<file path="src/rtl/seg_scan_driver_if.sv">
// Load/ready handshake and display bus between a value source and seg_scan_driver.
interface seg_scan_driver_if #(
    parameter int BIN_W  = 6,
    parameter int DIGITS = 2
);
    logic [BIN_W-1:0]  value;
    logic              load;
    logic              ready;
    logic [6:0]        seg;
    logic [DIGITS-1:0] an;
    logic              ovf;

    modport master (output value, load, input ready, seg, an, ovf);
    modport slave  (input value, load, output ready, seg, an, ovf);
endinterface

</file>
<file path="src/rtl/seg_scan_driver.sv">
// Multi-digit 7-segment driver: serial double-dabble binary-to-BCD conversion
// feeding a time-multiplexed display with one-hot digit enables.
//
// state    | meaning
// ST_IDLE  | ready for a load
// ST_SHIFT | double-dabble, one binary bit per cycle
// ST_DONE  | commit BCD result and overflow flag to the display register
module seg_scan_driver #(
    parameter int BIN_W    = 6,
    parameter int DIGITS   = 2,
    parameter int SCAN_DIV = 1000,
    parameter int BLANK_LZ = 1
) (
    input  logic              clk,
    input  logic              rst_n,
    seg_scan_driver_if.slave  bus
);

    // Decimal digits needed for 2^BIN_W-1 is ceil(BIN_W*log10(2)).
    localparam int DEC_N  = (BIN_W * 30103 + 99999) / 100000;
    localparam int ACC_N  = (DEC_N > DIGITS) ? DEC_N : DIGITS;
    localparam int ACC_W  = 4 * ACC_N;
    localparam int DISP_W = 4 * DIGITS;
    localparam int IDX_W  = (DIGITS > 1) ? $clog2(DIGITS) : 1;
    localparam int DIV_W  = (SCAN_DIV > 1) ? $clog2(SCAN_DIV) : 1;
    localparam int CNT_W  = $clog2(BIN_W + 1);

    typedef enum logic [1:0] {ST_IDLE, ST_SHIFT, ST_DONE} state_t;

    state_t              state_q, state_d;
    logic                ready_q, ready_d;
    logic [BIN_W-1:0]    bin_q, bin_d;
    logic [ACC_W-1:0]    acc_q, acc_d, acc_adj;
    logic [CNT_W-1:0]    cnt_q, cnt_d;
    logic [DISP_W-1:0]   disp_q, disp_d;
    logic                ovf_q, ovf_d;
    logic [IDX_W-1:0]    idx_q, idx_d;
    logic [DIV_W-1:0]    div_q, div_d;
    logic [DIGITS-1:0]   an_q, an_d;
    logic [6:0]          seg_q, seg_d;
    logic                upper_nz;
    logic [DIGITS-1:0]   lead_zero;
    logic                nz_seen;
    logic [3:0]          cur_digit;
    logic                cur_lz;

    function automatic logic [6:0] seg_encode(input logic [3:0] d);
        case (d)
            4'd0:    return 7'h3F;
            4'd1:    return 7'h06;
            4'd2:    return 7'h5B;
            4'd3:    return 7'h4F;
            4'd4:    return 7'h66;
            4'd5:    return 7'h6D;
            4'd6:    return 7'h7D;
            4'd7:    return 7'h07;
            4'd8:    return 7'h7F;
            4'd9:    return 7'h6F;
            default: return 7'h00;
        endcase
    endfunction

    always_comb begin
        upper_nz = 1'b0;
        for (int i = DIGITS; i < ACC_N; i++) begin
            upper_nz = upper_nz | (acc_q[4*i +: 4] != 4'd0);
        end
    end

    always_comb begin
        acc_adj = acc_q;
        for (int i = 0; i < ACC_N; i++) begin
            if (acc_q[4*i +: 4] >= 4'd5) acc_adj[4*i +: 4] = acc_q[4*i +: 4] + 4'd3;
        end
    end

    always_comb begin
        state_d = state_q;
        bin_d   = bin_q;
        acc_d   = acc_q;
        cnt_d   = cnt_q;
        disp_d  = disp_q;
        ovf_d   = ovf_q;
        case (state_q)
            ST_IDLE: begin
                if (ready_q && bus.load) begin
                    bin_d   = bus.value;
                    acc_d   = '0;
                    cnt_d   = CNT_W'(BIN_W - 1);
                    state_d = ST_SHIFT;
                end
            end
            ST_SHIFT: begin
                acc_d = {acc_adj[ACC_W-2:0], bin_q[BIN_W-1]};
                bin_d = bin_q << 1;
                if (cnt_q == '0) state_d = ST_DONE;
                else             cnt_d   = cnt_q - 1'b1;
            end
            ST_DONE: begin
                disp_d  = acc_q[DISP_W-1:0];
                ovf_d   = upper_nz;
                state_d = ST_IDLE;
            end
            default: state_d = ST_IDLE;
        endcase
        ready_d = (state_d == ST_IDLE);
    end

    always_comb begin
        div_d = div_q + 1'b1;
        idx_d = idx_q;
        if (div_q == DIV_W'(SCAN_DIV - 1)) begin
            div_d = '0;
            idx_d = (idx_q == IDX_W'(DIGITS - 1)) ? '0 : idx_q + 1'b1;
        end
    end

    // A digit is a leading zero when it and every more significant digit is zero.
    always_comb begin
        lead_zero = '0;
        nz_seen   = 1'b0;
        for (int i = DIGITS - 1; i >= 0; i--) begin
            nz_seen      = nz_seen | (disp_q[4*i +: 4] != 4'd0);
            lead_zero[i] = ~nz_seen;
        end
    end

    always_comb begin
        cur_digit = 4'd0;
        cur_lz    = 1'b0;
        for (int i = 0; i < DIGITS; i++) begin
            if (idx_q == IDX_W'(i)) begin
                cur_digit = disp_q[4*i +: 4];
                cur_lz    = lead_zero[i];
            end
        end
        an_d = DIGITS'(1) << idx_q;
        if (ovf_q)                                            seg_d = 7'h40;
        else if ((BLANK_LZ != 0) && (idx_q != '0) && cur_lz) seg_d = 7'h00;
        else                                                  seg_d = seg_encode(cur_digit);
    end

    always_ff @(posedge clk) begin
        if (!rst_n) begin
            state_q <= ST_IDLE;
            ready_q <= 1'b0;
            bin_q   <= '0;
            acc_q   <= '0;
            cnt_q   <= '0;
            disp_q  <= '0;
            ovf_q   <= 1'b0;
            idx_q   <= '0;
            div_q   <= '0;
            an_q    <= '0;
            seg_q   <= '0;
        end else begin
            state_q <= state_d;
            ready_q <= ready_d;
            bin_q   <= bin_d;
            acc_q   <= acc_d;
            cnt_q   <= cnt_d;
            disp_q  <= disp_d;
            ovf_q   <= ovf_d;
            idx_q   <= idx_d;
            div_q   <= div_d;
            an_q    <= an_d;
            seg_q   <= seg_d;
        end
    end

    assign bus.ready = ready_q;
    assign bus.seg   = seg_q;
    assign bus.an    = an_q;
    assign bus.ovf   = ovf_q;

endmodule

</file>
<file path="src/flat_wrapper.sv">
// flat-port wrapper written by rule: the top's interface ports become plain ports
module seg_scan_driver_flat 
#(
    parameter int BIN_W    = 6,
    parameter int DIGITS   = 2,
    parameter int SCAN_DIV = 1000,
    parameter int BLANK_LZ = 1
)
  (clk, rst_n, bus_value, bus_load, bus_ready, bus_seg, bus_an, bus_ovf);
  seg_scan_driver_if #(.BIN_W(BIN_W), .DIGITS(DIGITS)) bus_i ();
  input  logic clk;
  input  logic rst_n;
  input wire logic [$bits(bus_i.value)-1:0] bus_value;
  input wire logic [$bits(bus_i.load)-1:0] bus_load;
  output wire logic [$bits(bus_i.ready)-1:0] bus_ready;
  output wire logic [$bits(bus_i.seg)-1:0] bus_seg;
  output wire logic [$bits(bus_i.an)-1:0] bus_an;
  output wire logic [$bits(bus_i.ovf)-1:0] bus_ovf;
  assign bus_i.value = bus_value;
  assign bus_i.load = bus_load;
  assign bus_ready = bus_i.ready;
  assign bus_seg = bus_i.seg;
  assign bus_an = bus_i.an;
  assign bus_ovf = bus_i.ovf;
  seg_scan_driver #(.BIN_W(BIN_W), .DIGITS(DIGITS), .SCAN_DIV(SCAN_DIV), .BLANK_LZ(BLANK_LZ)) u_core (.clk(clk), .rst_n(rst_n), .bus(bus_i));
endmodule
</file>
<file path="config.mk">
export PLATFORM = sky130hd
export DESIGN_NAME = seg_scan_driver_flat
export DESIGN_NICKNAME = d
export VERILOG_FILES = /design/src/rtl/seg_scan_driver_if.sv /design/src/rtl/seg_scan_driver.sv /design/src/flat_wrapper.sv
export SDC_FILE = /design/constraint.sdc
export NUM_CORES = 1
export LEC_CHECK = 0
export ABC_AREA = 0
export CELL_PAD_IN_SITES_DETAIL_PLACEMENT = 1
export CELL_PAD_IN_SITES_GLOBAL_PLACEMENT = 2
export CORE_MARGIN = 4
export CORE_UTILIZATION = 39
export DETAILED_ROUTE_END_ITERATION = 16
export PLACE_DENSITY_LB_ADDON = 0.1
export SETUP_SLACK_MARGIN = 0.2
export SYNTH_ARGS = -nofsm -noshare
export SYNTH_HDL_FRONTEND = slang
export SYNTH_SLANG_ARGS = --single-unit
</file>
<file path="constraint.sdc">
create_clock -name clk -period 2.2 [get_ports clk]
set_input_delay 0.66 -clock clk [delete_from_list [all_inputs] [get_ports clk]]
set_output_delay 0.66 -clock clk [all_outputs]
set_load 0.02 [all_outputs]
</file>
==> run metrics <==
pre-CTS setup slack=0.0710 ns; die height=85.2 um; most frequent cells in the layout=dfxtp_1 (48), inv_1 (18), clkdlybuf4s50_1 (18); iteration-0 DRC count of the detailed router=62; Critical Path, Cell by Cell=clkdlybuf4s50_1; DRC Markers=0; final instance area=0.00270 mm2; post-synthesis sequential area ratio=41.3%; worst hold-check path type=register to register; worst reg2reg path depth=4; port bufs=18; setup ws final=0.253 ns; Avg Inst Size Synth=9.69 um2; dpl cells=328; Max Clock Freq=0.514 GHz; share of layout cells above drive strength 1=11.4%; Rows=27; top-area cell type share of the netlist area=41.3%; max-slew violations=0; initial antenna violation count=0; DP Area=0.00261 mm2; number of global-route vias before repair=1814; DP HPWL=3640 um; commonest non-fill, non-tap cell in the layout=dfxtp_1; startpoint types=register; total stage count of the critical path=1; CTS Buffer Depth=2; Max VDD drop=334 uV; Final min period=1.95 ns; worst path arrival time=1.29 ns; outcome=finished clean; DR WL/cell=14.8 um; Post-synth ARST share=0%; Fin Setup TNS=0 ns; pwr dens=616 mW/mm2; family with the most delay on the worst path=buffers and inverters; biggest area consumer among synthesized cells=dfxtp_1; Req. time, crit path=1.54 ns; hold_ws=0.466 ns; drt via density=5.30; critical-path maximum fanout=3; nets@finish=285; ranking of synthesized cells by area=dfxtp_1 (41%), ha_1 (7.0%), mux2i_1 (5.2%), o211ai_1 (3.6%), mux2_2 (3.4%); Routed WL=4970 um; Hold Fails Final Rpt=0; crit path launch=u_core.bus.ready$_SDFF_PN0_; GR Overflow Total=0; worst-skew pair later-pin latency=0.30 ns; slew of the pin with the lowest slew margin=0.560 ns; die area=0.00726 mm2; CP max stage delay=0.62 ns; Max transition margin=62.5%; kind of end point of the critical path=output port; first-pass GRT wire length=8910 um; FF-to-FF End=u_core.bus.seg[1]$_SDFF_PP0_; Clock Pin Slew Worst Setup and Hold Paths=0.09 ns; clock tree sinks=48; kind of critical path=register to output port; final worst path period share=88.5%; total CTS buffers=5; crit path buf inv count=1; Seq cells post-synth=48; GRT Util Overall=15.3%; setup bufs post-CTS=0; synth warn=0; TritonCTS clock tree=built; Tot Pwr=1.66 mW; number of flops mapped to enable cells by yosys=0; Initial Util=41.2%; Mapped Area=0.00233 mm2; CP Capture Point=bus_ready; Area Growth Syn to Fin=16.2%; drt pass-1 iters=4; post-synth cell types=49; unrepaired setup endpoints after global routing=no; GPL Wtd Cong=0.738; dominant synthesized flop cell=dfxtp_1; Crit-path slowest cell=clkdlybuf4s50_1; Hold Crit Depth=2; largest net degree at the start of global routing=23; final setup violation count=0; reg2reg start=u_core.idx_q$_SDFFE_PN0N_; CORE AREA=0.00564 mm2; Cell Count, Final, Fillers Out=336; Final Core Density=47.9%; post-route ant nets=0; CTS H-tree lvls=2; Mapped Cells=240; Worst Skew=0.00659 ns; via count=1782; MaxCap Viol Count=0; Lkg Pwr=1.04 nW; Die Span X=85.2 um; CTS Root Cell=clkbuf_8; syn_nets=262; n_diodes=0; Fillers=637; I/O pins=20; R2R Setup Slk=0.43 ns
power breakdown:
part | total (mW) | leakage (nW) | internal (mW) | switching (mW)
clock | 0.560 | 0.0455 | 0.257 | 0.302
sequential | 0.924 | 0.392 | 0.902 | 0.0224
combinational | 0.181 | 0.606 | 0.0912 | 0.0896
total | 1.66 | 1.04 | 1.25 | 0.414
worst min-delay path by stage:
stage	start	endpoint	slack, ns
global route	u_core.bin_q[0]$_SDFFE_PN0P_	u_core.bin_q[0]$_SDFFE_PN0P_	0.52
floorplan	u_core.bin_q[5]$_SDFFE_PN0P_	u_core.acc_q[0]$_SDFFE_PN0P_	0.42
CTS	u_core.bin_q[5]$_SDFFE_PN0P_	u_core.acc_q[0]$_SDFFE_PN0P_	0.47
detailed placement	u_core.bin_q[5]$_SDFFE_PN0P_	u_core.acc_q[0]$_SDFFE_PN0P_	0.44
global placement	u_core.bin_q[5]$_SDFFE_PN0P_	u_core.acc_q[0]$_SDFFE_PN0P_	0.45
finish	u_core.bin_q[5]$_SDFFE_PN0P_	u_core.acc_q[0]$_SDFFE_PN0P_	0.47
state kept, by name (all words and copies together), names as in the netlist:
signal and flops:
u_core.div_q 10, u_core.acc_q 8, u_core.disp_q 8, u_core.bus.seg 7, u_core.bin_q 6, u_core.cnt_q 3, u_core.bus.an 2, u_core.state_q 2
u_core.bus.ready 1, u_core.idx_q 1
worst reg2reg max path: cells and delay by family (launching register included):
kind,cells,cell delay [ns]
flops,1,0.60
fa+ha+maj,1,0.34
simple gates,1,0.15
compound gates,1,0.17
mux,1,0.45
metal layers:
| layer | global-route usage (%) | wire (um) | up-vias |
|---|---|---|---|
| met5 | 0 | 0 | - |
| met4 | 6.62 | 86 | 0 |
| met3 | 2.91 | 146 | 8 |
| met2 | 24.0 | 2300 | 20 |
| met1 | 20.5 | 2440 | 843 |
| li1 | - | - | 911 |
synthesized netlist by cell type (6+ instances only):
master     n
ha_1      13
nor2_1    15
dfxtp_1   48
mux2i_1   12
o21ai_0   10
inv_1     18
nand2_1   10
a21oi_1    9
nand2b_1   6
mux2_2     7
o211ai_1  11
layout make-up:
cell class / count / area, um2 / area share (%)
clock buffers: 8 / 90.1 / 3.33
well taps: 72 / 90.1 / 3.33
repair buffers: 28 / 255 / 9.44
multi-input cells: 162 / 1240 / 45.8
inverters: 18 / 67.6 / 2.50
flip-flops and latches: 48 / 961 / 35.6
repair_timing:
action	in CTS	in global routing
hold buffers	0	0
setup endpoints to repair	0	2
endpoints found under the hold margin	0	0
gates resized for setup	0	1
logic make-up (layout without fill, tap and decap cells):
logic type | count (synthesis) | after routing | synth area share, %
AOI/OAI and AO/OA | 59 | 59 | 18.1
xor gates and xnor gates | 5 | 5 | 1.88
adders and majority gates | 13 | 13 | 6.99
buffers and inverters | 30 | 54 | 5.59
DFF | 48 | 48 | 41.3
muxes | 21 | 21 | 10.1
other | 1 | 1 | 0.161
and+or+nand+nor | 63 | 63 | 15.9
Power figures use the tool's default switching activity.
